<file path="config.mk">
export PLATFORM = sky130hd
export DESIGN_NAME = aesl_deadlock_report_ctrl
export DESIGN_NICKNAME = d
export VERILOG_FILES = /design/src/rtl/aesl_deadlock_report_ctrl.sv
export SDC_FILE = /design/constraint.sdc
export NUM_CORES = 1
export LEC_CHECK = 0
export ABC_AREA = 1
export CAP_MARGIN = 20
export CORE_MARGIN = 2
export CORE_UTILIZATION = 50
export DETAILED_ROUTE_END_ITERATION = 10
export GPL_TIMING_DRIVEN = 0
export PLACE_DENSITY = 0.74
export RECOVER_POWER = 25
export SLEW_MARGIN = 20
export SYNTH_ARGS = -nofsm -noshare
export SYNTH_HDL_FRONTEND = slang
export SYNTH_SLANG_ARGS = --single-unit
</file>
<file path="constraint.sdc">
create_clock -name clock -period 1.6 [get_ports clock]
set_clock_uncertainty 0.15 [all_clocks]
set_input_delay 0.16 -clock clock [delete_from_list [all_inputs] [get_ports clock]]
set_output_delay 0.16 -clock clock [all_outputs]
set_load 0.01 [all_outputs]
</file>
<file path="src/rtl/aesl_deadlock_report_ctrl.sv">
// Deadlock report sequencer: debounces the monitor's block flag, snapshots per-channel
// block codes and streams one record per blocked channel. Optional macro AESL_DEADLOCK_STAMP_EN adds rpt_stamp.
module aesl_deadlock_report_ctrl #(
  parameter int NUM_CH         = 2,
  parameter int CH_W           = 2,
  parameter int CONFIRM_CYCLES = 1024,
  parameter int CNT_W          = 16,
  localparam int IDX_W         = (NUM_CH > 1) ? $clog2(NUM_CH) : 1
) (
  input  logic                   clock,
  input  logic                   reset_n,
  input  logic                   enable,
  input  logic                   block_in,
  input  logic [NUM_CH*CH_W-1:0] axis_block_info,
  input  logic                   clear,
  output logic                   rpt_valid,
  input  logic                   rpt_ready,
  output logic [IDX_W-1:0]       rpt_ch,
  output logic [CH_W-1:0]        rpt_code,
`ifdef AESL_DEADLOCK_STAMP_EN
  output logic [31:0]            rpt_stamp,
`endif
  output logic                   deadlock,
  output logic                   busy
);

  typedef enum logic [2:0] {
    S_IDLE,
    S_SUSPECT,
    S_CONFIRM,
    S_REPORT,
    S_DONE
  } state_t;

  localparam logic [CNT_W-1:0] C_LAST = CNT_W'(CONFIRM_CYCLES - 1);
  localparam logic [IDX_W-1:0] I_LAST = IDX_W'(NUM_CH - 1);

  state_t                   r_state;
  logic [CNT_W-1:0]         r_cnt;
  logic [NUM_CH*CH_W-1:0]   r_snap;
  logic [IDX_W-1:0]         r_idx;
  logic                     r_rpt_valid;
  logic [IDX_W-1:0]         r_rpt_ch;
  logic [CH_W-1:0]          r_rpt_code;
  logic                     r_deadlock;
  logic                     r_busy;

  logic                     w_blocked;
  logic                     w_enter_confirm;
  logic [CH_W-1:0]          w_cur_code;
  logic                     w_last;

  always_comb begin
    w_blocked       = enable & block_in;
    w_enter_confirm = 1'b0;
    if (r_state == S_IDLE)
      w_enter_confirm = w_blocked && (CONFIRM_CYCLES == 1);
    else if (r_state == S_SUSPECT)
      w_enter_confirm = w_blocked && (r_cnt >= C_LAST);
    w_cur_code = r_snap[int'(r_idx)*CH_W +: CH_W];
    w_last     = (r_idx == I_LAST);
  end

  always_ff @(posedge clock or negedge reset_n) begin
    if (!reset_n) begin
      r_state     <= S_IDLE;
      r_cnt       <= '0;
      r_snap      <= '0;
      r_idx       <= '0;
      r_rpt_valid <= 1'b0;
      r_rpt_ch    <= '0;
      r_rpt_code  <= '0;
      r_deadlock  <= 1'b0;
      r_busy      <= 1'b0;
    end else begin
      case (r_state)
        S_IDLE: begin
          if (w_enter_confirm) begin
            r_state <= S_CONFIRM;
            r_snap  <= axis_block_info;
            r_cnt   <= C_LAST;
            r_busy  <= 1'b1;
          end else if (w_blocked) begin
            r_state <= S_SUSPECT;
            r_cnt   <= CNT_W'(1);
            r_busy  <= 1'b1;
          end else begin
            r_cnt <= '0;
          end
        end
        S_SUSPECT: begin
          if (!w_blocked) begin
            r_state <= S_IDLE;
            r_cnt   <= '0;
            r_busy  <= 1'b0;
          end else if (w_enter_confirm) begin
            r_state <= S_CONFIRM;
            r_snap  <= axis_block_info;
          end else begin
            r_cnt <= r_cnt + 1'b1;
          end
        end
        S_CONFIRM: begin
          r_deadlock <= 1'b1;
          r_idx      <= '0;
          r_state    <= S_REPORT;
        end
        S_REPORT: begin
          // A record is loaded one cycle after its channel is reached, so rpt_valid
          // stays a pure register and only falls on a completed handshake.
          if (r_rpt_valid) begin
            if (rpt_ready) begin
              r_rpt_valid <= 1'b0;
              if (w_last) begin
                r_state <= S_DONE;
                r_busy  <= 1'b0;
              end else begin
                r_idx <= r_idx + 1'b1;
              end
            end
          end else if (w_cur_code != '0) begin
            r_rpt_valid <= 1'b1;
            r_rpt_ch    <= r_idx;
            r_rpt_code  <= w_cur_code;
          end else if (w_last) begin
            r_state <= S_DONE;
            r_busy  <= 1'b0;
          end else begin
            r_idx <= r_idx + 1'b1;
          end
        end
        S_DONE: begin
          r_rpt_valid <= 1'b0;
          if (clear) begin
            r_state    <= S_IDLE;
            r_deadlock <= 1'b0;
          end
        end
        default: begin
          r_state <= S_IDLE;
          r_busy  <= 1'b0;
        end
      endcase
    end
  end

`ifdef AESL_DEADLOCK_STAMP_EN
  logic [31:0] r_cycle;
  logic [31:0] r_stamp;

  always_ff @(posedge clock or negedge reset_n) begin
    if (!reset_n) begin
      r_cycle <= '0;
      r_stamp <= '0;
    end else begin
      r_cycle <= r_cycle + 1'b1;
      if (w_enter_confirm)
        r_stamp <= r_cycle;
    end
  end

  assign rpt_stamp = r_stamp;
`endif

  assign rpt_valid = r_rpt_valid;
  assign rpt_ch    = r_rpt_ch;
  assign rpt_code  = r_rpt_code;
  assign deadlock  = r_deadlock;
  assign busy      = r_busy;

endmodule

</file>
==> impl_metrics.toml <==
[finish]
layout.nets = 265
final_common_cell = "nand2_1"
fin_util_pct = 70.3
antennaDiodeCount = 0
final_cell_mix = "49 x nand2_1, 30 x inv_1, 30 x dfrtp_1"
syn2layout_area_growth_pct = 32.4
drive_gt1_share_pct = 24.8

[clock_network]
worstSkewPairLatency_ns = 0.35
cts_tree = "done"
cts_made_buffers = 5
clkSinkCount = 30
path_clk_slew_ns = 0.10
clockBufferDepth = 2
cts.htree.levels = 2
cts-root-buf = "clkbuf_4"

[logic_synthesis]
yosys.area.top_type = "dfrtp_1"
synth.distinct_cells = 24
synth-seq-area-share_pct = 45.9
ys_top_cells_by_area = "dfrtp_1 46%, nand2_1 14%, nand3_1 9.2%, inv_1 6.9%, nor2_1 6.0%"
syn_avg_cell_area_um2 = 7.39
synth_top_cell_area_share_pct = 45.9
netlist_area_um2 = 1630
syn_inst = 221
ys_warn_count = 0
synth_seq_cells = 30
synth_fp_nets = 232

[die]
die-area_um2 = 3740
ioPinCount = 16
die_w_um = 61.2
start_util_pct = 53.1
die_h_um = 61.2
rows = 20
core-area_um2 = 3080

[power]
max-vdd-ir-drop_v = 0.00112
power-per-cell-area_nw_per_um2 = 1370
p_leak_nw = 1.10

[sta]
setup_viol_count_final = 16
post-route-min-period_ns = 1.68
finalCritPeriodShare_pct = 105
rsz0062_at_grt = "yes"
holdWs_ns = 0.237
fmax_ghz = 0.595
hold_violations = 0
tightest_slew_ns = 0.729
fin_ws_ns = -0.0793
final_max_slew_viol_count = 0
relSlewSlack_pct = 51.4

[placed_design]
io_buffers = 15
dp.final_hpwl_mm = 2.25
place_congestion = 0.814

[critical_path]
rrSetupSlack_ns = -0.08
rr_startpoint = "r_cnt[7]"
worst_setup_path_start_kind = "flop"
crit_type = "flop to flop"
worstPathRequired_ns = 1.68
reg2regPathDepth = 10
cp-end-kind = "flop"
crit_path_max_fanout = 5
arrival_ns = 1.76
rr_endpoint = "r_cnt[2]"

[route]
routed_wl_mm = 3.64
via_count = 1517
first_pass_iters = 4
post_drt_wl_per_cell_um = 12.2
route.detailed.drc = 0
drt_iter0_drc = 95
vias_per_cell = 5.09
ant_nets = 0

[global_routing]
grt_max_degree = 31
first_global_vias = 1392
grt_overflow = 0
grt.total_usage_pct = 20.6
antenna_found_initial = 0
grt_pass1_wl_mm = 5.62

[run_status]
status = "complete, but fails checks"
violations = "setup timing"

[hold_path]
hold_class = "input pin to asynchronous set/reset pin"

[run]
cap_violations = 0
## worst max-delay path by stage
stage / startpoint / to / slack (ns)
2_1_floorplan: r_cnt[1] / r_cnt[2] / -0.06
3_3_place_gp: reset_n / busy / -0.35
3_5_place_dp: enable / r_cnt[3] / -0.27
4_1_cts: r_cnt[1] / r_cnt[3] / -0.07
5_1_grt: r_cnt[1] / r_cnt[2] / -0.13
6_report: r_cnt[7] / r_cnt[2] / -0.08
## synth_stat cells
| library cell | count |
|---|---|
| buf_2 | 1 |
| nor3_1 | 1 |
| nor2_4 | 2 |
| buf_6 | 1 |
| nand2_4 | 3 |
| o22ai_1 | 1 |
| nor2_1 | 26 |
| nand2_1 | 62 |
| ha_1 | 1 |
| inv_1 | 30 |
| nand3_2 | 1 |
| nor4_1 | 3 |
| a21oi_1 | 4 |
| a21o_1 | 2 |
| nand3_1 | 30 |
| nand2_2 | 2 |
| o21ai_0 | 6 |
| nor2_2 | 4 |
| inv_2 | 1 |
| or2_2 | 1 |
| dfrtp_1 | 30 |
| clkbuf_1 | 2 |
| buf_4 | 1 |
| nand4_1 | 6 |
## per-stage QoR
step                      setup TNS (ns)  instances  instance area [um2]  power (W)  worst slack [ns]
after global placement            -14.10        280                 1840    0.00210            -0.347
after detailed placement           -3.93        280                 1840    0.00211            -0.268
final                             -0.629        298                 2160    0.00296           -0.0793
after CTS                         -0.578        297                 2040    0.00281           -0.0668
after global routing               -1.70        298                 2160    0.00315            -0.131
after floorplan                   -0.233        221                 1640    0.00174           -0.0586
## critical path: stages, from the launching register on
cell     delay (ns)
dfrtp_1        0.43
nand2_1        0.09
nor2_1         0.23
nand2_4        0.10
nand2_4        0.09
nand2_4        0.06
nand2_4        0.09
nand2_8        0.07
buf_8          0.14
nand2_2        0.06
nand2_2        0.05
## layer usage
| layer | wire length, um | share of wire (%) | track usage (%) |
|---|---|---|---|
| met4 | 62 | 1.7 | 7.14 |
| met1 | 1620 | 44 | 26.0 |
| met5 | 0 | 0 | 0 |
| met3 | 187 | 5.1 | 6.30 |
| met2 | 1770 | 49 | 33.6 |
## layout make-up
class	instances	area, um2
Tap cell	44	55.1
Clock inverter	2	10.0
Buffer	5	43.8
Inverter	31	116
Sequential cell	30	751
Clock buffer	5	37.5
Timing Repair Buffer	26	260
Fill cell	262	915
Multi-Input combinational cell	155	890
## cell families after synthesis
| kind of cell | after synthesis | synth area share [%] |
|---|---|---|
| adder cells (fa/ha/maj) | 1 | 0.766 |
| buffers and inverters | 36 | 9.04 |
| AND/OR/NAND/NOR | 141 | 39.9 |
| AO/OA/AOI/OAI | 13 | 4.36 |
| flip-flops | 30 | 45.9 |
## registers in the layout, indices dropped and copies added, names as in the netlist
name,flops
r_cnt,16
r_snap,4
r_state,3
rpt_code,2
busy,1
deadlock,1
r_idx,1
rpt_ch,1
rpt_valid,1
## report_power, final
part	internal, W	switching [W]	total (W)
registers	0.000884	0.0000994	0.000984
logic	0.000655	0.000894	0.00155
clock network	0.000157	0.000268	0.000426
total	0.00170	0.00126	0.00296
## repair_timing
item	CTS	global route
setup buffers	8	1
pin swaps	6	7
endpoints found under the setup margin	20	25
hold buffers	1	0
gates resized for setup	15	36
cloned	1	0
endpoints found under the hold margin	30	0
Power figures use the tool's default switching activity.
